==> src/rtl/exe_if.sv <==
// ID/EX -> execute -> writeback bundle for the execute stage.
// The master side is the ID/EX register and writeback consumer. The slave side is the execute stage.
interface exe_if #(
  parameter int DSIZE = 32,
  parameter int ISIZE = 32
);
  logic             valid_in;
  logic             alusrc_cntrl_in;
  logic [2:0]       aluop_cntrl_in;
  logic [DSIZE-1:0] rdata1_in;
  logic [DSIZE-1:0] rdata2_in;
  logic [ISIZE-1:0] bit_extval_in;
  logic [4:0]       waddr_in;
  logic [DSIZE-1:0] aluout;
  logic [4:0]       waddr_out;
  logic             wen_out;
  logic             stall_out;

  modport master (
    output valid_in, alusrc_cntrl_in, aluop_cntrl_in, rdata1_in, rdata2_in,
           bit_extval_in, waddr_in,
    input  aluout, waddr_out, wen_out, stall_out
  );

  modport slave (
    input  valid_in, alusrc_cntrl_in, aluop_cntrl_in, rdata1_in, rdata2_in,
           bit_extval_in, waddr_in,
    output aluout, waddr_out, wen_out, stall_out
  );
endinterface

==> src/rtl/exe_stage.sv <==
// Execute stage: single-cycle ALU plus a DSIZE-cycle shift-add multiplier.
// While the multiplier runs, the stage stalls the upstream pipeline.
module exe_stage #(
  parameter int DSIZE = 32,
  parameter int ISIZE = 32
) (
  input  logic clk,
  input  logic rst,
  exe_if.slave ex
);
  localparam int CW = $clog2(DSIZE);
  localparam logic [2:0] OP_ADD = 3'b000, OP_SUB = 3'b001, OP_AND = 3'b010,
                         OP_OR  = 3'b011, OP_XOR = 3'b100, OP_SLT = 3'b101,
                         OP_SLL = 3'b110, OP_MUL = 3'b111;

  typedef enum logic {IDLE, BUSY} state_t;

  state_t           state_q, state_d;
  logic [DSIZE-1:0] opb, alu_res, prod_add;
  logic [DSIZE-1:0] aluout_q, aluout_d, prod_q, prod_d;
  logic [DSIZE-1:0] mcand_q, mcand_d, mplier_q, mplier_d;
  logic [CW-1:0]    cnt_q, cnt_d;
  logic [4:0]       waddr_q, waddr_d;
  logic             wen_q, wen_d;
  logic             is_mul, last;

  if (ISIZE > DSIZE) begin : g_imm_hi
    logic unused_imm_hi;
    assign unused_imm_hi = ^ex.bit_extval_in[ISIZE-1:DSIZE];
  end

  assign opb    = ex.alusrc_cntrl_in ? ex.bit_extval_in[DSIZE-1:0] : ex.rdata2_in;
  assign is_mul = (ex.aluop_cntrl_in == OP_MUL);
  assign last   = (state_q == BUSY) && (cnt_q == CW'(DSIZE-1));

  always_comb begin
    alu_res = '0;
    case (ex.aluop_cntrl_in)
      OP_ADD: alu_res = ex.rdata1_in + opb;
      OP_SUB: alu_res = ex.rdata1_in - opb;
      OP_AND: alu_res = ex.rdata1_in & opb;
      OP_OR:  alu_res = ex.rdata1_in | opb;
      OP_XOR: alu_res = ex.rdata1_in ^ opb;
      OP_SLT: alu_res = {{(DSIZE-1){1'b0}}, ($signed(ex.rdata1_in) < $signed(opb))};
      OP_SLL: alu_res = ex.rdata1_in << opb[4:0];
      default: alu_res = '0;
    endcase
  end

  // Partial-product add for this BUSY step; the final edge writes this sum directly.
  assign prod_add = prod_q + (mplier_q[0] ? mcand_q : '0);

  always_comb begin
    state_d  = state_q;
    aluout_d = aluout_q;
    waddr_d  = waddr_q;
    wen_d    = 1'b0;
    prod_d   = prod_q;
    mcand_d  = mcand_q;
    mplier_d = mplier_q;
    cnt_d    = cnt_q;
    case (state_q)
      IDLE: begin
        if (ex.valid_in) begin
          waddr_d = ex.waddr_in;
          if (is_mul) begin
            mcand_d  = ex.rdata1_in;
            mplier_d = opb;
            prod_d   = '0;
            cnt_d    = '0;
            state_d  = BUSY;
          end else begin
            aluout_d = alu_res;
            wen_d    = |ex.waddr_in;
          end
        end
      end
      BUSY: begin
        prod_d   = prod_add;
        mcand_d  = mcand_q << 1;
        mplier_d = mplier_q >> 1;
        cnt_d    = cnt_q + 1'b1;
        if (last) begin
          aluout_d = prod_add;
          wen_d    = |waddr_q;
          state_d  = IDLE;
        end
      end
      default: state_d = IDLE;
    endcase
  end

  always_ff @(posedge clk or posedge rst) begin
    if (rst) begin
      state_q  <= IDLE;
      aluout_q <= '0;
      waddr_q  <= '0;
      wen_q    <= 1'b0;
      prod_q   <= '0;
      mcand_q  <= '0;
      mplier_q <= '0;
      cnt_q    <= '0;
    end else begin
      state_q  <= state_d;
      aluout_q <= aluout_d;
      waddr_q  <= waddr_d;
      wen_q    <= wen_d;
      prod_q   <= prod_d;
      mcand_q  <= mcand_d;
      mplier_q <= mplier_d;
      cnt_q    <= cnt_d;
    end
  end

  // Stall drops in the last BUSY cycle so ID/EX advances as the product retires.
  assign ex.stall_out = ((state_q == IDLE) && ex.valid_in && is_mul) ||
                        ((state_q == BUSY) && !last);
  assign ex.aluout    = aluout_q;
  assign ex.waddr_out = waddr_q;
  assign ex.wen_out   = wen_q;
endmodule

==> src/flat_wrapper.sv <==
// flat-port wrapper written by rule: the top's interface ports become plain ports
module exe_stage_flat 
#(
  parameter int DSIZE = 32,
  parameter int ISIZE = 32
)
  (clk, rst, ex_valid_in, ex_alusrc_cntrl_in, ex_aluop_cntrl_in, ex_rdata1_in, ex_rdata2_in, ex_bit_extval_in, ex_waddr_in, ex_aluout, ex_waddr_out, ex_wen_out, ex_stall_out);
  exe_if #(.DSIZE(DSIZE), .ISIZE(ISIZE)) ex_i ();
  input  logic clk;
  input  logic rst;
  input wire logic [$bits(ex_i.valid_in)-1:0] ex_valid_in;
  input wire logic [$bits(ex_i.alusrc_cntrl_in)-1:0] ex_alusrc_cntrl_in;
  input wire logic [$bits(ex_i.aluop_cntrl_in)-1:0] ex_aluop_cntrl_in;
  input wire logic [$bits(ex_i.rdata1_in)-1:0] ex_rdata1_in;
  input wire logic [$bits(ex_i.rdata2_in)-1:0] ex_rdata2_in;
  input wire logic [$bits(ex_i.bit_extval_in)-1:0] ex_bit_extval_in;
  input wire logic [$bits(ex_i.waddr_in)-1:0] ex_waddr_in;
  output wire logic [$bits(ex_i.aluout)-1:0] ex_aluout;
  output wire logic [$bits(ex_i.waddr_out)-1:0] ex_waddr_out;
  output wire logic [$bits(ex_i.wen_out)-1:0] ex_wen_out;
  output wire logic [$bits(ex_i.stall_out)-1:0] ex_stall_out;
  assign ex_i.valid_in = ex_valid_in;
  assign ex_i.alusrc_cntrl_in = ex_alusrc_cntrl_in;
  assign ex_i.aluop_cntrl_in = ex_aluop_cntrl_in;
  assign ex_i.rdata1_in = ex_rdata1_in;
  assign ex_i.rdata2_in = ex_rdata2_in;
  assign ex_i.bit_extval_in = ex_bit_extval_in;
  assign ex_i.waddr_in = ex_waddr_in;
  assign ex_aluout = ex_i.aluout;
  assign ex_waddr_out = ex_i.waddr_out;
  assign ex_wen_out = ex_i.wen_out;
  assign ex_stall_out = ex_i.stall_out;
  exe_stage #(.DSIZE(DSIZE), .ISIZE(ISIZE)) u_core (.clk(clk), .rst(rst), .ex(ex_i));
endmodule
==> config.mk <==
export PLATFORM = sky130hd
export DESIGN_NAME = exe_stage_flat
export DESIGN_NICKNAME = d
export VERILOG_FILES = /design/src/rtl/exe_if.sv /design/src/rtl/exe_stage.sv /design/src/flat_wrapper.sv
export SDC_FILE = /design/constraint.sdc
export NUM_CORES = 1
export LEC_CHECK = 0
export ABC_AREA = 1
export ABC_CLOCK_PERIOD_IN_PS = 4650
export BUFFER_PORTS_ARGS = -buffer_cell sky130_fd_sc_hd__buf_4
export CORE_MARGIN = 4
export CORE_UTILIZATION = 25
export CTS_CLUSTER_DIAMETER = 100
export DETAILED_ROUTE_END_ITERATION = 10
export PLACE_DENSITY = 0.39
export REMOVE_ABC_BUFFERS = 1
export SLEW_MARGIN = 40
export SYNTH_ARGS = -nofsm -noshare
export SYNTH_HDL_FRONTEND = slang
export SYNTH_SLANG_ARGS = --single-unit
export TNS_END_PERCENT = 20
==> constraint.sdc <==
create_clock -name clk -period 4.65 [get_ports clk]
set_input_delay 0.465 -clock clk [delete_from_list [all_inputs] [get_ports clk]]
set_output_delay 0.465 -clock clk [all_outputs]
set_load 0.005 [all_outputs]
Word level (Yosys, flattened, before mapping):

Index checks and enable logic that the tools add are counted.

* bits in registers: 140
* latch bits: 0
* RAM bits: 0
* bits in read-only memories: 0
* output and inout port bits: 39
* memories kept: 0

* $add $sub $neg: 4
* multipliers: 0
* divide/modulo/power cells: 0
* magnitude comparators: 1
* equality and inequality tests: 12
* shift-type cells: 1
* multiplexer cells: 27
* bitwise operators: 4
* reduce and logical (&&, ||, !) cells: 12

Operator list (count)
* $mux 32: 11
* $pmux 32 s2: 4
* $pmux 32 s7: 1
* $add 32x32->32: 2
* $and 32x32->32: 1
* $lt 32x32->1: 1
* $or 32x32->32: 1
* $shl 32x5->32: 1
* $sub 32x32->32: 1
* $xor 32x32->32: 1
* $eq 3x3->1 const B: 4
* $mux 5: 2
* $pmux 5 s2: 1
* $reduce_or 5->1: 2
* $eq 3x2->1 const B: 2
* $mux 1: 6
* $ne 2x2->1 const B: 3
* $add 5x1->5 const B: 1
* $eq 5x5->1 const B: 1
* $logic_and 1x1->1: 4
* $pmux 1 s2: 2
* $reduce_and 2->1: 2
* $eq 3x1->1 const B: 1
* $logic_not 3->1: 1
* 5 further kinds: 5

Longest topological paths before layout:

* depth in word-level cells: 6
* mapped depth: 24
* mapped depth without buffers: 20

Least setup slack after synthesis:

Ideal clock, no wire load.

* path kind: in2reg
* start point: input ex_alusrc_cntrl_in
* end point: register u_core.aluout_q[30], in the netlist u_core.ex.aluout[30]
* library setup time: 0.117 ns
* arrival time: 2.834 ns
* required time: 4.533 ns
* slack: 1.699 ns
* cell stages on the path: 22
* cells stage by stage: buf_6 inv_6 buf_6 clkbuf_1 or2_2 o21ai_0 ha_1 buf_2 nor2_1 inv_1 nor3_1 nand2_1 nor3_1 nand2_1 nand2_1 nand2_1 nand3_1 nand3_1 nand2_1 nand2_1 nand2_1 nand2_1

* longest elaborated chain between the ends: 6
* elaborated cells on any way between the ends: 11
* those cells by class: add/sub: 2; shift: 1; mux: 5; bitwise: 3

Ends and longest elaborated chain
* from (decl): line flat_wrapper.sv:12 `input wire logic [$bits(ex_i.alusrc_cntrl_in)-1:0] ex_alusrc_cntrl_in;`
* $mux 32 *: line exe_stage.sv:32 `assign opb = ex.alusrc_cntrl_in ? ex.bit_extval_in[DSIZE-1:0] : ex.rdata2_in;`
* $sub 32x32->32 (tied with other cells): line exe_stage.sv:40 `OP_SUB: alu_res = ex.rdata1_in - opb;`
* $pmux 32 s7 *: line exe_stage.sv:38 `case (ex.aluop_cntrl_in)`
* $mux 32 *: line exe_stage.sv:66 `if (is_mul) begin`
* $mux 32 *: line exe_stage.sv:64 `if (ex.valid_in) begin`
* $pmux 32 s2 *: line exe_stage.sv:62 `case (state_q)`
* to (signal assigned): line exe_stage.sv:105 `aluout_q <= aluout_d;`
* to (decl): line exe_stage.sv:20 `logic [DSIZE-1:0] aluout_q, aluout_d, prod_q, prod_d;`

Mark *: on every way between the ends. The rest lies on a longest branch, timed or not. The select of a mux whose other input is x is not followed.
A chain may end at the register's enable or synchronous reset.

Worst setup path after layout:

* start point: input ex_alusrc_cntrl_in
* end point: register u_core.aluout_q[28], in the netlist u_core.ex.aluout[28]

Same word-level chain as after synthesis.

==> summary by stage <==
Critical path
The slowest cell on the critical path is sky130_fd_sc_hd__ha_1. The cell family contributing the most delay on the critical path is simple AND/OR/NAND/NOR gates. The signal on the critical path passes through buf_4 -> inv_6 -> or2_2 -> o21ai_0 -> ha_1 -> inv_1 -> nor2_1 -> inv_1 -> nor2_1 -> nand3_1 -> nand3_1 -> nand2_1 -> nand3_1 -> nand2_1 -> nand3_1 -> nand3_1 -> nand2_1 -> nand2_1 -> nand2_1 -> nand2_1.

The buffering stage count on the worst path with inverters included is 4. The worst setup path is launched from an input pin. The top fanout value on the critical path is 34. For this run, the slowest stage of the critical path takes about 560 ps. The cell that appears most often on the critical path is sky130_fd_sc_hd__nand2_1. The class of the most critical setup path is in2reg. STA puts the critical path data arrival time at roughly 4200 ps.

The worst endpoint required time is around 5000 ps. The endpoint kind of the worst setup timing path is a register.

Clock network
The later pin in the worst-skew pair is clocked with a latency of around 500 ps. The number of buffers inserted during clock tree synthesis is 17. The clock transition at the registers of the reported paths is 70 ps. The clock sink count is 140. The clock passes through at most 2 buffers. The TritonCTS clock tree is yes. The clock tree root driver cell is sky130_fd_sc_hd__clkbuf_16.

The number of H-tree levels is 4.

Placement
Routability-driven placement finished with a final weighted congestion of 0.963. The HPWL after detailed placement is 71100 µm. The number of port buffers is between 100 and 150. The number of placed instances, taps included, is ~3700. At the placement stage, the worst setup path has a slack of roughly 450 ps.

Power
In this run the power density over the cells is 371 nW/µm². Of the total power, the clock network draws roughly 22%. The largest vdd supply drop is 0.250 mV. Internal power comes to 3800 µW. Registers are responsible for approximately 30% of the overall power. Summed over all nets, the switching power comes to 3360 µW. Combinational logic is responsible for about half of the overall power.

The leakage power of the design is ~0.010 µW. Of the total power, the share spent switching nets is a little under half.

Final layout
Summing all flip-flop and latch instances after layout gives roughly 3500 µm². The final standard cell utilization of the core is ~30%. The layout cell share with drive strength beyond 1 is 10.6%. The final net count is 3134.

The number of filler instances in the final layout is about 7500. In the layout the commonest cells are sky130_fd_sc_hd__nand2_1, sky130_fd_sc_hd__inv_1, sky130_fd_sc_hd__nand3_1. The most common cell after layout, fill and taps aside is sky130_fd_sc_hd__nand2_1. Excluding fillers, the count of instances in the completed layout stands at around 3700. Compared with the post-synthesis result, the final layout area differs by 17.0%. In the final layout, the multi-input gates occupy between 10000 and 15000 µm².

Global routing
Entering global routing, the biggest net connects 113 pins. The global routing usage summed across all routing layers is between 20% and 30%. The number of antenna violations at the first check in global routing was 3. The global-route congestion overflow total is 0. The via count of the first global-routing pass is approximately 19000.

The first-pass GRT wire length is between 100000 and 150000 µm.

Timing
The number of slew-limit violations in the final report is 0. The minimum clock period after layout is 3790 ps. The transition time of the tightest slew-check pin is 872 ps.

On the final layout, the worst clock skew is 14.5 ps. The number of hold violations in the final report came to 0. Setup repair after global routing left no endpoint under its margin.

The tightest slew margin relative to the limit is about two fifths. Setup violations remaining at the end of the flow were counted as 0. In the post-route analysis, the smallest setup slack over all paths is 861 ps. The highest clock rate is approximately 260 MHz. The fraction of the cycle the final worst path needs is approximately 81%.

Logic synthesis
The post-synthesis instance total is 2755. By area the synthesized netlist is led by sky130_fd_sc_hd__dfrtp_1, sky130_fd_sc_hd__nand2_1, sky130_fd_sc_hd__ha_1. For this run, the number of Yosys warnings is 0. Counting flops and latches in the post-synthesis netlist gives 140. The async set-or-reset flop fraction in the synthesized netlist is 100%. After synthesis the cells add up to 16500 µm². The number of enable-type register cells in the synthesized netlist is 0. The share of the synthesized area in the top cell type is 21.2%. The post-synthesis sequential area ratio is a little over a fifth. The commonest register cell after synthesis is sky130_fd_sc_hd__dfrtp_1.

In this run the mean area of a mapped cell was 5.99 µm². The largest area contributor in the netlist is sky130_fd_sc_hd__dfrtp_1. The number of different library cells in the post-synthesis netlist is 53.

Floorplan
The die covers between 70000 and 80000 µm². The floorplan step set the die height to around 260 µm. The area inside the core boundary is about 65000 µm². 147 I/O pins were placed. The number of rows created at floorplan is 93. From left edge to right edge, the die measures ~260 µm. The starting utilization of the core area is around 25%.

Outcome
The flow ran to the end, and the final reports show no timing, DRC or antenna violations.

Route
After detailed routing, the number of vias per cell comes to 5.14. The final routed wire length divided by cell count is ~23 µm. The total wirelength of the detailed-routed design is slightly below 90000 µm. For this run, design rule violations remaining after detail routing come to 0. The via count is around 19000. The count of nets left with antenna violations once routing finished came out at 0. The DRC violation total after the first TritonRoute iteration is roughly 1800. The first TritonRoute pass finished after 5 iterations.

Worst hold path
The class of the most critical hold timing path is in2reg.

Flow run
The tool flagged a number of max-cap violations equal to 0.
registers in the layout, indices dropped and copies added, names as in the netlist:
signal               flops
u_core.prod_q           32
u_core.ex.waddr_out      5
u_core.mplier_q         32
u_core.mcand_q          32
u_core.ex.wen_out        1
u_core.cnt_q             5
u_core.state_q           1
u_core.ex.aluout        32
through the flow:
step / setup TNS (ps) / hold WS (ps) / power [µW] / area, µm²
2_1_floorplan: -57020 / 448 / 3980 / 16000
3_3_place_gp: 0 / 461 / 5560 / 18600
4_1_cts: 0 / 152 / 7220 / 19300
6_report: 0 / 196 / 7160 / 19300
5_1_grt: 0 / 184 / 7700 / 19300
3_5_place_dp: 0 / 461 / 5580 / 18600
per-layer routing:
| layer | track usage [%] | vias to the layer above | share of wire, % |
|---|---|---|---|
| met1 | 33.5 | 9381 | 46 |
| met4 | 6.27 | 0 | 2.4 |
| met2 | 40.4 | 538 | 47 |
| met5 | 0 | - | 0 |
| met3 | 2.98 | 96 | 4.6 |
| li1 | - | 9215 | - |
final timing paths:
| check | startpoint | end | slack [ps] | depth (start not counted) |
|---|---|---|---|---|
| worst max register to register | u_core.mplier_q[0]$_DFFE_PP0P_ | u_core.ex.aluout[20]$_DFFE_PP0P_ | 1490 | 13 |
| worst min-delay path | ex_waddr_in[3] | u_core.ex.waddr_out[3]$_DFFE_PP0P_ | 200 | 3 |
| min in group asynchronous | rst | u_core.ex.aluout[5]$_DFFE_PP0P_ | 500 | 3 |
| max in group asynchronous | rst | u_core.mplier_q[24]$_DFFE_PP0P_ | 3120 | 4 |
| worst min register to register | u_core.prod_q[9]$_DFFE_PP0P_ | u_core.prod_q[9]$_DFFE_PP0P_ | 490 | 2 |
| worst max-delay path | ex_alusrc_cntrl_in | u_core.ex.aluout[28]$_DFFE_PP0P_ | 860 | 20 |
cell families after synthesis:
| group | count (synthesis) | share of synthesized area [%] |
|---|---|---|
| XOR/XNOR | 2 | 0.106 |
| AND/OR/NAND/NOR | 1557 | 40.1 |
| adder cells (fa/ha/maj) | 153 | 11.7 |
| buffers and inverters | 478 | 11.6 |
| AO/OA/AOI/OAI | 425 | 15.2 |
| flip-flops | 140 | 21.2 |
worst min-delay path: stages:
cell	delay, ps
sky130_fd_sc_hd__buf_4	80
sky130_fd_sc_hd__nand2_1	50
sky130_fd_sc_hd__nand2_1	50
power by group through the flow:
stage | sequential [µW] | combinational, µW | clock [µW]
5_1_grt | 2180 | 3850 | 1670
4_1_cts | 2120 | 3460 | 1640
6_report | 2120 | 3450 | 1590
3_3_place_gp | 2140 | 3430 | 0
2_1_floorplan | 2010 | 1970 | 0
3_5_place_dp | 2140 | 3440 | 0
final cells by class:
type | instances | area share [%]
Antenna cell | 3 | 0.0389
Clock buffer | 20 | 2.42
Clock inverter | 12 | 0.888
Inverter | 372 | 7.29
Multi-Input combinational cell | 2137 | 57.5
Sequential cell | 140 | 18.2
Tap cell | 855 | 5.54
Timing Repair Buffer | 205 | 8.13
synthesized netlist by cell type, drive strengths merged, types with 2 or more instances:
library cell / count
o21ai: 124
o21bai: 17
clkinv: 3
buf: 59
nand2: 872
a21boi: 3
nand3b: 4
nand4: 40
ha: 150
nand3: 350
clkbuf: 47
or2: 35
a21oi: 158
a31oi: 13
o22ai: 27
nor3: 27
dfrtp: 140
nor2: 222
o211ai: 61
inv: 369
a22o: 4
nand2b: 2
o21a: 2
fa: 3
a221oi: 4
nor4: 3
o221ai: 8
repair_timing:
action	in CTS	in global routing
resized for setup	0	0
hold endpoints to repair	28	0
hold buffers	1	0
setup buffers	0	0
(Power assumes the default switching activity.)
